`src/rtl/sdram_share_arbiter.sv`:
```
// rtl/sdram_share_arbiter.sv - shares the toggle-handshake SDRAM port between the CPU RAM bus and FDC DMA
module sdram_share_arbiter #(
    parameter int              AW         = 24,
    parameter logic [AW-1:0]   FDC_BASE   = 'h010000,
    parameter int              CPU_STREAK = 4,
    parameter int              TIMEOUT    = 255
) (
    input  logic          clk,
    input  logic          reset,
    input  logic          cpu_cs,
    input  logic          cpu_oe,
    input  logic          cpu_we,
    input  logic [15:0]   cpu_ad,
    input  logic [7:0]    cpu_d,
    output logic [7:0]    cpu_q,
    input  logic          fdc_req,
    input  logic          fdc_we,
    input  logic [19:0]   fdc_a,
    input  logic [7:0]    fdc_d,
    output logic [7:0]    fdc_q,
    output logic          fdc_ack,
    output logic          sdram_req,
    input  logic          sdram_ack,
    output logic [AW-1:0] sdram_a,
    output logic [1:0]    sdram_ds,
    output logic          sdram_we,
    output logic [15:0]   sdram_d,
    input  logic [15:0]   sdram_q,
    output logic          busy,
    output logic          err
);

    localparam int SW = $clog2(CPU_STREAK + 1);
    localparam int CW = $clog2(TIMEOUT + 1);

    typedef enum logic [1:0] {SYNC, IDLE, WAIT_CPU, WAIT_FDC} state_t;

    state_t        state;
    state_t        state_nxt;

    logic          rd_now;
    logic          wr_now;
    logic          rd_old;
    logic          wr_old;
    logic [15:0]   ad_old;
    logic          cpu_det;

    logic          cpu_pend;
    logic          cpu_we_r;
    logic [15:0]   cpu_ad_r;
    logic [7:0]    cpu_d_r;

    logic          fdc_pend;
    logic          fdc_we_r;
    logic [19:0]   fdc_a_r;
    logic [7:0]    fdc_d_r;
    logic          fdc_take;

    logic [SW-1:0] streak;
    logic [CW-1:0] cnt;
    logic          cur_b0;

    logic          in_step;
    logic          grant_cpu;
    logic          grant_fdc;
    logic          done;
    logic          expire;

    assign rd_now   = cpu_cs & cpu_oe;
    assign wr_now   = cpu_cs & cpu_we;
    // A new CPU access is an enable rising edge, or a read whose address moved while oe stayed high.
    assign cpu_det  = (rd_now & ~rd_old) | (wr_now & ~wr_old) | (rd_now & (cpu_ad != ad_old));
    // A second FDC strobe is dropped while one is queued or being serviced.
    assign fdc_take = fdc_req & ~fdc_pend & (state != WAIT_FDC);
    assign in_step  = (sdram_ack == sdram_req);
    assign busy     = (state != IDLE);

    // State register.
    always_ff @(posedge clk) begin
        if (reset) begin
            state <= SYNC;
        end else begin
            state <= state_nxt;
        end
    end

    // Arbitration, completion and timeout decisions.
    always_comb begin
        state_nxt = state;
        grant_cpu = 1'b0;
        grant_fdc = 1'b0;
        done      = 1'b0;
        expire    = 1'b0;
        case (state)
            SYNC: begin
                if (in_step) begin
                    state_nxt = IDLE;
                end
            end
            IDLE: begin
                if (fdc_pend && (streak >= SW'(CPU_STREAK))) begin
                    grant_fdc = 1'b1;
                    state_nxt = WAIT_FDC;
                end else if (cpu_pend) begin
                    grant_cpu = 1'b1;
                    state_nxt = WAIT_CPU;
                end else if (fdc_pend) begin
                    grant_fdc = 1'b1;
                    state_nxt = WAIT_FDC;
                end
            end
            WAIT_CPU, WAIT_FDC: begin
                if (in_step) begin
                    done      = 1'b1;
                    state_nxt = IDLE;
                end else if (cnt == CW'(TIMEOUT - 1)) begin
                    expire    = 1'b1;
                    state_nxt = SYNC;
                end
            end
            default: state_nxt = SYNC;
        endcase
    end

    // Request capture, issue onto the SDRAM port, and completion bookkeeping.
    always_ff @(posedge clk) begin
        if (reset) begin
            rd_old    <= 1'b0;
            wr_old    <= 1'b0;
            ad_old    <= '0;
            cpu_pend  <= 1'b0;
            cpu_we_r  <= 1'b0;
            cpu_ad_r  <= '0;
            cpu_d_r   <= '0;
            fdc_pend  <= 1'b0;
            fdc_we_r  <= 1'b0;
            fdc_a_r   <= '0;
            fdc_d_r   <= '0;
            streak    <= '0;
            cnt       <= '0;
            cur_b0    <= 1'b0;
            sdram_req <= 1'b0;
            sdram_a   <= '0;
            sdram_ds  <= '0;
            sdram_we  <= 1'b0;
            sdram_d   <= '0;
            cpu_q     <= '0;
            fdc_q     <= '0;
            fdc_ack   <= 1'b0;
            err       <= 1'b0;
        end else begin
            rd_old  <= rd_now;
            wr_old  <= wr_now;
            ad_old  <= cpu_ad;
            fdc_ack <= 1'b0;

            // Grant clears the flag, but a detection in the same cycle re-arms it with fresh fields.
            if (grant_cpu) begin
                cpu_pend <= 1'b0;
            end
            if (cpu_det) begin
                cpu_pend <= 1'b1;
                cpu_ad_r <= cpu_ad;
                cpu_d_r  <= cpu_d;
                cpu_we_r <= wr_now;
            end

            if (grant_fdc) begin
                fdc_pend <= 1'b0;
            end
            if (fdc_take) begin
                fdc_pend <= 1'b1;
                fdc_we_r <= fdc_we;
                fdc_a_r  <= fdc_a;
                fdc_d_r  <= fdc_d;
            end

            if (grant_cpu || grant_fdc) begin
                sdram_req <= ~sdram_req;
                cnt       <= '0;
            end else if ((state == WAIT_CPU || state == WAIT_FDC) && !done && !expire) begin
                cnt <= cnt + CW'(1);
            end

            if (grant_cpu) begin
                sdram_a  <= {{(AW-15){1'b0}}, cpu_ad_r[15:1]};
                sdram_ds <= cpu_we_r ? (cpu_ad_r[0] ? 2'b10 : 2'b01) : 2'b11;
                sdram_we <= cpu_we_r;
                sdram_d  <= {cpu_d_r, cpu_d_r};
                cur_b0   <= cpu_ad_r[0];
                if (fdc_pend && (streak < SW'(CPU_STREAK))) begin
                    streak <= streak + SW'(1);
                end
            end

            if (grant_fdc) begin
                sdram_a  <= FDC_BASE + {{(AW-19){1'b0}}, fdc_a_r[19:1]};
                sdram_ds <= fdc_we_r ? (fdc_a_r[0] ? 2'b10 : 2'b01) : 2'b11;
                sdram_we <= fdc_we_r;
                sdram_d  <= {fdc_d_r, fdc_d_r};
                cur_b0   <= fdc_a_r[0];
                streak   <= '0;
            end

            if (done) begin
                if (!sdram_we) begin
                    if (state == WAIT_CPU) begin
                        cpu_q <= cur_b0 ? sdram_q[15:8] : sdram_q[7:0];
                    end else begin
                        fdc_q <= cur_b0 ? sdram_q[15:8] : sdram_q[7:0];
                    end
                end
                if (state == WAIT_FDC) begin
                    fdc_ack <= 1'b1;
                end
            end

            // Abandoned access: flag it, and still release the FDC so its DMA does not stall.
            if (expire) begin
                err <= 1'b1;
                if (state == WAIT_FDC) begin
                    fdc_ack <= 1'b1;
                end
            end
        end
    end

endmodule

```
`config.mk`:
```
export PLATFORM = sky130hd
export DESIGN_NAME = sdram_share_arbiter
export DESIGN_NICKNAME = d
export VERILOG_FILES = /design/src/rtl/sdram_share_arbiter.sv
export SDC_FILE = /design/constraint.sdc
export NUM_CORES = 1
export LEC_CHECK = 0
export CAP_MARGIN = 25
export CORE_MARGIN = 8
export CORE_UTILIZATION = 50
export DETAILED_ROUTE_END_ITERATION = 6
export GPL_ROUTABILITY_DRIVEN = 0
export PLACE_DENSITY = 0.8
export SYNTH_ARGS = -nofsm -noshare
export SYNTH_HDL_FRONTEND = slang
export SYNTH_SLANG_ARGS = --single-unit
```
`constraint.sdc`:
```
create_clock -name clk -period 2.2 [get_ports clk]
set_input_delay 0.44 -clock clk [delete_from_list [all_inputs] [get_ports clk]]
set_output_delay 0.44 -clock clk [all_outputs]
set_load 0.02 [all_outputs]
```
After elaboration in Yosys (flattened, before gate mapping)
Index checks and enable logic that the tools add are counted.
{"block": "word_totals", "reg_bits": 150, "inputBits": 76}
{"block": "op_classes", "add_sub_neg": 3, "n_lt_le_gt_ge": 2, "n_eq_ne": 11, "n_mux": 42, "bitwise": 15, "n_reduce_logical": 19}
{"cell": "$mux W24", "count": 2}
{"cell": "$mux W16", "count": 2}
{"cell": "$mux W1", "count": 24}
{"cell": "$mux W2", "count": 12}
{"cell": "$add A17 B19 Y20 const A", "count": 1}
{"cell": "$ne A16 B16 Y1", "count": 1}
{"cell": "$reduce_and A3 Y1", "count": 3}
{"cell": "$add A8 B1 Y8 const B", "count": 1}
{"cell": "$eq A8 B8 Y1 const B", "count": 1}
{"cell": "$mux W8", "count": 1}
{"cell": "$and A1 B1 Y1", "count": 7}
{"cell": "$not A1 Y1", "count": 6}
{"cell": "$pmux W2 S3", "count": 1}
{"cell": "$reduce_bool A2 Y1", "count": 3}
{"cell": "$reduce_or A2 Y1", "count": 3}
{"cell": "$eq A2 B2 Y1 const B", "count": 2}
{"cell": "$logic_and A1 B1 Y1", "count": 4}
{"cell": "$ne A2 B2 Y1 const B", "count": 2}
{"cell": "$ne A4 B4 Y1 const B", "count": 1}
{"cell": "$add A3 B1 Y3 const B", "count": 1}
{"cell": "$ge A3 B3 Y1 const B", "count": 1}
{"cell": "$lt A3 B3 Y1 const B", "count": 1}
{"cell": "$ne A3 B3 Y1 const B", "count": 1}
{"cell": "$eq A2 B1 Y1 const B", "count": 1}
{"cell": "other kinds (7)", "count": 10}

Logic depth before layout (Yosys ltp)
Gate-level depths: netlist of the first run.
{"block": "logic_depth", "word_depth": 6, "ltp_mapped": 8}

Least setup slack after synthesis of the first run
Ideal clock, no wire load.
{"block": "synth_path", "path_kind": "in2reg", "start": "in cpu_ad[6]", "end": "reg cpu_ad_r[10]", "setup_ps": 134, "arrival_time_ps": 1541, "required_time_ps": 2066, "slack_ps": 525, "cell_stages": 7, "cell_sequence": "xor2_1 > nor4_1 > and3_1 > clkbuf_1 > buf_2 > o32a_1 > o211ai_1"}
{"block": "synth_between", "elab_chain_len": 3}
{"item": "start: declaration", "line": "13", "text": "input logic [15:0] cpu_ad,"}
{"item": "$ne A16 B16 Y1", "line": "72", "text": "assign cpu_det = (rd_now & ~rd_old) | (wr_now & ~wr_old) | (rd_now & (cpu_ad != ad_old));"}
{"item": "$and A1 B1 Y1", "line": "72"}
{"item": "$or A1 B1 Y1", "line": "72"}
{"item": "end signal: assignment", "line": "163", "text": "cpu_ad_r <= cpu_ad;"}
{"item": "end: declaration", "line": "50", "text": "logic [15:0] cpu_ad_r;"}
Every way passes these cells.
A chain may end at the register's enable or synchronous reset.

Final worst setup path of the first run
{"block": "layout_path", "start": "reg sdram_we", "end": "out sdram_we"}
{"item": "start: declaration", "line": "26", "text": "output logic sdram_we,"}
{"item": "start signal: assignment", "line": "188", "text": "sdram_we <= cpu_we_r;"}
{"item": "start signal: assignment", "line": "199", "text": "sdram_we <= fdc_we_r;"}
No word-level cell between the ends.

==> results of run 1 <==
-- area by class of cell --
cell class / instances / area, µm²
Tap cell: 147 / 184
Timing Repair Buffer: 158 / 1580
Clock buffer: 21 / 470
Clock inverter: 11 / 239
Fill cell: 931 / 3720
Sequential cell: 138 / 2760
Inverter: 30 / 113
Multi-Input combinational cell: 464 / 2890
-- Yosys cell counts (all sizes together), types with 4 or more instances --
cell	n	area, µm²
nand4	19	119
o211ai	25	188
nand2	104	390
xor2	11	115
a21oi	37	185
o32a	25	250
ha	4	50.1
mux2i	18	180
a211oi	26	195
nand4b	14	123
o21ai	18	90.1
nor2	68	265
a311oi	16	140
dfxtp	138	2760
clkbuf	32	120
inv	30	113
nand3b	10	78.8
nor3	5	25.0
xnor2	16	140
buf	38	224
nor2b	17	106
-- flip-flops by register name, summed over array words and instances (netlist names) --
register	cells
rd_old	1
fdc_ack	1
cpu_we_r	1
cpu_pend	1
sdram_d	8
fdc_a_r	20
fdc_q	8
fdc_we_r	1
fdc_d_r	8
ad_old	16
cnt	8
sdram_ds	2
streak	3
cpu_q	8
sdram_a	20
state	2
cur_b0	1
fdc_pend	1
cpu_ad_r	16
cpu_d_r	8
wr_old	1
err	1
sdram_req	1
sdram_we	1
-- layer usage --
layer	up-vias	wire length, µm	track usage
met5	-	0	0
met4	0	234	0.0679
met3	22	971	0.0536
met2	172	7790	0.332
met1	2624	7070	0.242
li1	2672	-	-
-- stage by stage --
step / hold WS [ns] / total power, µW
3_5_place_dp: 0.446 / 4750
5_1_grt: 0.469 / 8420
6_report: 0.452 / 8090
2_1_floorplan: 0.436 / 4050
3_3_place_gp: 0.442 / 4680
4_1_cts: 0.454 / 8130
-- worst min path at each step --
stage,startpoint,end,slack [ns],depth (start not counted)
4_1_cts,fdc_a_r[16],fdc_a_r[16],0.45,2
3_3_place_gp,fdc_a_r[1],fdc_a_r[1],0.44,2
2_1_floorplan,fdc_d_r[0],fdc_d_r[0],0.44,2
6_report,sdram_ds[0],sdram_ds[0],0.45,2
5_1_grt,sdram_a[19],sdram_a[19],0.47,2
3_5_place_dp,fdc_a_r[16],fdc_a_r[16],0.45,2
-- cell families after synthesis --
group / count (synthesis) / synth area share
other cells: 1 / 0.000616
flops: 138 / 0.454
mux: 18 / 0.0296
xor+xnor: 27 / 0.0419
simple gates: 252 / 0.203
fa+ha+maj: 4 / 0.00822
buf+inv: 100 / 0.0750
compound gates: 159 / 0.188
-- power by group --
| part | leakage [µW] | internal (µW) | switching (µW) | total, µW |
|---|---|---|---|---|
| Clock | 0.000340 | 2330 | 1060 | 3400 |
| Combinational | 0.00138 | 785 | 906 | 1690 |
| Sequential | 0.00113 | 2770 | 232 | 3000 |
| Total | 0.00285 | 5890 | 2200 | 8090 |
-- repair_timing --
action | in CTS | in global routing
hold buffers | 0 | 0
gates resized for setup | 1 | 0
endpoints found under the setup margin | 1 | 0
==> results by group, run 1 <==
Global route
  – Maximum number of pins on one net before global-route repair: 53
  – Initial antenna violation count: 0
  – Overflow after GRT: 0
  – First-pass GRT wire length: 26,400 µm
  – Number of global-route vias before repair: 5,457
  – All-Layer GR Usage: 0.199

Clock tree
  – Deepest clock path buffer count: 2
  – H-tree depth: 4
  – CTS root buffer: clkbuf_16
  – Skew-Pair Late Insertion Delay: 0.41 ns
  – CTS tree: yes
  – CTS buffer count: 17
  – TritonCTS Sinks: 138
  – Setup Buffers After CTS: 0
  – Clock transition at path regs: 0.06 ns

Critical path
  – Reg2Reg Setup Slack: 0.49 ns
  – WP data arrival: 1.56 ns
  – Crit path buffers/inverters: 1
  – Worst reg2reg path depth: 5
  – Reg-to-reg startpoint: state[0]
  – Critical path capture point: sdram_we
  – Crit Path Max Fanout: 4
  – CP Depth: 1
  – WS Path Type: flop to output port
  – CP startpoint kind: flop
  – CP max stage delay: 0.69 ns
  – Setup crit end kind: output port
  – CP Cell Sequence: clkdlybuf4s50_1
  – CP max stage cell: clkdlybuf4s50_1
  – Crit. Startpoint: sdram_we
  – Top delay family on crit path: buffers and inverters
  – Reg2Reg Capture Point: fdc_a_r[17]
  – CP Data Required Time: 1.76 ns

Drt
  – ANT nets after route: 0
  – Drt pass-1 iters: 5
  – Iter 0 DRT Violations: 366
  – WL/cell: 16.6 µm
  – Vias per inst: 5.67
  – Final WL: 16,100 µm
  – Residual DRC: 0
  – Routed vias: 5,490

Cells and area
  – Post-layout instance area: 8240 µm²
  – Diode count: 0
  – Final Non-Filler Cells: 969
  – Final core utilization: 0.689
  – Area delta synth->final: 35.4%
  – Fraction of layout cells with a size suffix above 1: 0.0827
  – Nets: 889
  – Commonest non-fill, non-tap cell in the layout: dfxtp_1
  – Most frequent cells in the layout: dfxtp_1 (138), clkdlybuf4s50_1 (132), nand2_1 (104), nor2_1 (65), a21oi_1 (37)

Status
  – Status: completed

Placed design
  – HPWL after DPL: 11,500 µm
  – Placed inst area: 7530 µm²
  – Placed Instances: 937
  – Pre-CTS WS: -0.0353 ns
  – PortBufs: 134

STA
  – Endpoints failing hold: 0
  – Worst Skew: 0.0139 ns
  – Sum Neg Setup Slack: 0 ns
  – Slew Viols, Final: 0
  – Setup ws final: 0.198 ns
  – Period utilization: 0.910
  – Final Setup Violations: 0
  – RSZ-0062 raised after global routing: false
  – Slew headroom: 0.614
  – Final min period: 2.00 ns
  – Max Clock Freq: 499 MHz
  – Worst Tran Pin Value: 0.579 ns

Yosys
  – Mapped Avg Cell Area: 8.71 µm²
  – Post-synth ARST share: 0
  – Sequential element share of the synthesized area: 0.454
  – Synth warnings: 0
  – Mapped Cells: 699
  – Post-synth cell types: 46
  – Post-synth EDFFs: 0
  – Top_reg_cell synth: dfxtp_1
  – Post-synthesis cell area: 6090 µm²
  – Yosys reg bits: 138

Min path
  – Hold Path Class: flop to flop

Die
  – Die Span X: 126 µm
  – Cell row count: 40
  – Die height: 126 µm
  – Core box area: 12,000 µm²
  – Die area: 16,000 µm²
  – Starting Density: 0.509
  – I/O pins: 139

Power
  – Worst VDD drop: 0.451 mV
  – LEAKAGE: 0.00285 µW
  – Power per Cell Area: 981 nW/µm²

Run
  – Max Cap Viol: 0
Power figures use the tool's default switching activity.
==> run 2: changes to the inputs <==
--- a/config.mk
+++ b/config.mk
@@ -7,10 +7,10 @@
 export LEC_CHECK = 0
 export CAP_MARGIN = 25
 export CORE_MARGIN = 8
-export CORE_UTILIZATION = 50
+export CORE_UTILIZATION = 54
 export DETAILED_ROUTE_END_ITERATION = 6
 export GPL_ROUTABILITY_DRIVEN = 0
-export PLACE_DENSITY = 0.8
+export PLACE_DENSITY = 0.85
 export SYNTH_ARGS = -nofsm -noshare
 export SYNTH_HDL_FRONTEND = slang
 export SYNTH_SLANG_ARGS = --single-unit
==> constraint.sdc (replaced) <==
create_clock -name clk -period 2.4 [get_ports clk]
set_input_delay 0.48 -clock clk [delete_from_list [all_inputs] [get_ports clk]]
set_output_delay 0.48 -clock clk [all_outputs]
set_load 0.1 [all_outputs]
==> results by group, run 2 (synthesis gave the netlist of run 1 again) <==
Clock tree
  – Setup Buffers After CTS: 0 (unchanged)
  – Post_cts resized: 0 (was 1)
  – CTS buffer count: 17 (unchanged)
  – # hold bufs at CTS: 0 (unchanged)
  – Deepest clock path buffer count: 2 (unchanged)
  – H-tree depth: 4 (unchanged)
  – CTS root buffer: clkbuf_16 (unchanged)
  – TritonCTS Sinks: 138 (unchanged)
  – Clock transition at path regs: 0.06 ns (about the same)
  – CTS tree: yes (unchanged)
  – Skew-Pair Late Insertion Delay: 0.42 ns (was 0.41 ns)

Drt
  – WL/cell: 16.8 µm (was 16.6 µm)
  – Residual DRC: 0 (unchanged)
  – ANT nets after route: 0 (unchanged)
  – Final WL: 16,100 µm (about the same)
  – Drt pass-1 iters: 4 (was 5)
  – Routed vias: 5,514 (was 5,490)
  – Vias per inst: 5.75 (was 5.67)
  – Iter 0 DRT Violations: 516 (was 366)

Critical path
  – WS Path Type: flop to output port (unchanged)
  – Crit path buffers/inverters: 1 (unchanged)
  – Crit Path Max Fanout: 7 (was 4)
  – Setup crit end kind: output port (unchanged)
  – CP Cell Sequence: nand2b_1 -> buf_4 (was clkdlybuf4s50_1)
  – CP Data Required Time: 1.92 ns (was 1.76 ns)
  – CP Depth: 2 (was 1)
  – Worst reg2reg path depth: 6 (was 5)
  – CP max stage delay: 0.45 ns (was 0.69 ns)
  – CP max stage cell: dfxtp_1 (was clkdlybuf4s50_1)
  – Top delay family on crit path: flip-flops (was buffers and inverters)
  – WP data arrival: 1.50 ns (was 1.56 ns)
  – CP startpoint kind: flop (unchanged)

Cells and area
  – Nets: 886 (was 889)
  – Final core utilization: 0.725 (was 0.689)
  – Diode count: 0 (unchanged)
  – Largest registers: fdc_a_r x20, sdram_a x20 (unchanged)
  – Final Non-Filler Cells: 959 (was 969)
  – Area delta synth->final: 30.1% (was 35.4%)
  – Most frequent cells in the layout: dfxtp_1 (138), nand2_1 (104), buf_4 (78), clkdlybuf4s50_1 (74), nor2_1 (65) (was dfxtp_1 (138), clkdlybuf4s50_1 (132), nand2_1 (104), nor2_1 (65), a21oi_1 (37))
  – Commonest non-fill, non-tap cell in the layout: dfxtp_1 (unchanged)
  – Fraction of layout cells with a size suffix above 1: 0.149 (was 0.0827)

Global route
  – First-pass GRT wire length: 26,300 µm (was 26,400 µm)
  – All-Layer GR Usage: 0.216 (was 0.199)
  – Overflow after GRT: 0 (unchanged)
  – Number of global-route vias before repair: 5,441 (was 5,457)
  – Initial antenna violation count: 0 (unchanged)
  – Maximum number of pins on one net before global-route repair: 53 (unchanged)

STA
  – Final Setup Violations: 0 (unchanged)
  – Final min period: 1.98 ns
  – Worst Skew: 0.00766 ns (was 0.0139 ns)
  – Max Clock Freq: 505 MHz
  – Slew Viols, Final: 0 (unchanged)
  – RSZ-0062 raised after global routing: false (unchanged)
  – Sum Neg Setup Slack: 0 ns (unchanged)
  – Endpoints failing hold: 0 (unchanged)
  – Period utilization: 0.826
  – Slew headroom: 0.614 (about the same)
  – Worst Tran Pin Value: 0.579 ns (about the same)

Placed design
  – Placed Instances: 927 (was 937)
  – HPWL after DPL: 11,300 µm (was 11,500 µm)
  – PortBufs: 134 (unchanged)

Run
  – Max Cap Viol: 0 (unchanged)

Min path
  – Hold path depth: 2 (unchanged)
  – Hold Path Class: flop to flop (unchanged)

Power
  – Power per Cell Area: 986 nW/µm² (was 981 nW/µm²)
  – LEAKAGE: 0.00289 µW (was 0.00285 µW)
  – Worst VDD drop: 0.691 mV (was 0.451 mV)

Die
  – Die height: 122 µm (was 126 µm)
  – I/O pins: 139 (unchanged)
  – Core box area: 10,900 µm² (was 12,000 µm²)
  – Die area: 14,900 µm² (was 16,000 µm²)
  – Die Span X: 122 µm (was 126 µm)
  – Starting Density: 0.557 (was 0.509)
  – Cell row count: 38 (was 40)

Status
  – Status: completed (unchanged)
## run 2: changes by cell type in the layout (fill, tap and decap cells not counted)
cell / delta
clkdlybuf4s50_1: -58
dlygate4sd2_1: -1
clkinv_4: -1
clkinv_2: +3
buf_12: -2
clkinvlp_4: -1
clkbuf_1: +2
buf_4: +58
clkbuf_8: +2
bufinv_16: -5
## run 2: path summary, 6_finish.rpt
kind | startpoint | end | slack [ns]
worst min register to register | sdram_a[19] | sdram_a[19] | 0.45
worst max register to register | ad_old[13] | cpu_pend | 0.64
worst min-delay path | sdram_a[19] | sdram_a[19] | 0.45
worst max-delay path | state[1] | busy | 0.42
## run 2: worst min-delay path, cell delays in order, from the launching register on
cell and delay, ns:
dfxtp_1 0.31, nand2_1 0.05, a21oi_1 0.05
## run 2: stage by stage
stage | hold slack (ns) | area (µm²) | setup WS (ns) | power (µW)
after floorplan | 0.436 | 6100 | 0.198 | 4680
after global placement | 0.442 | 7330 | 0.160 | 5200
after detailed placement | 0.445 | 7330 | 0.0370 | 5260
after CTS | 0.452 | 7920 | 0.407 | 7850
after global routing | 0.467 | 7920 | 0.349 | 8120
final | 0.452 | 7920 | 0.418 | 7810
## run 2: final cells by class
cell class	count	area [µm²]
clock buffers	25	505
multi-input cells	464	2890
clock inverters	7	87.6
repair buffers	155	1390
fillers	806	3010
flip-flops and latches	138	2760
well taps	140	175
inverters	30	113
## run 2: power breakdown
part	total [µW]	internal [µW]	switching [µW]
clock network	2580	1660	924
logic	2470	661	1810
registers	2750	2540	215
## run 2: per-layer routing
layer / global-route usage / up-vias / part of all wire
li1: - / 2661 / -
met1: 0.261 / 2632 / 0.42
met2: 0.358 / 190 / 0.49
met3: 0.0583 / 31 / 0.067
met4: 0.0861 / 0 / 0.019
met5: 0 / - / 0
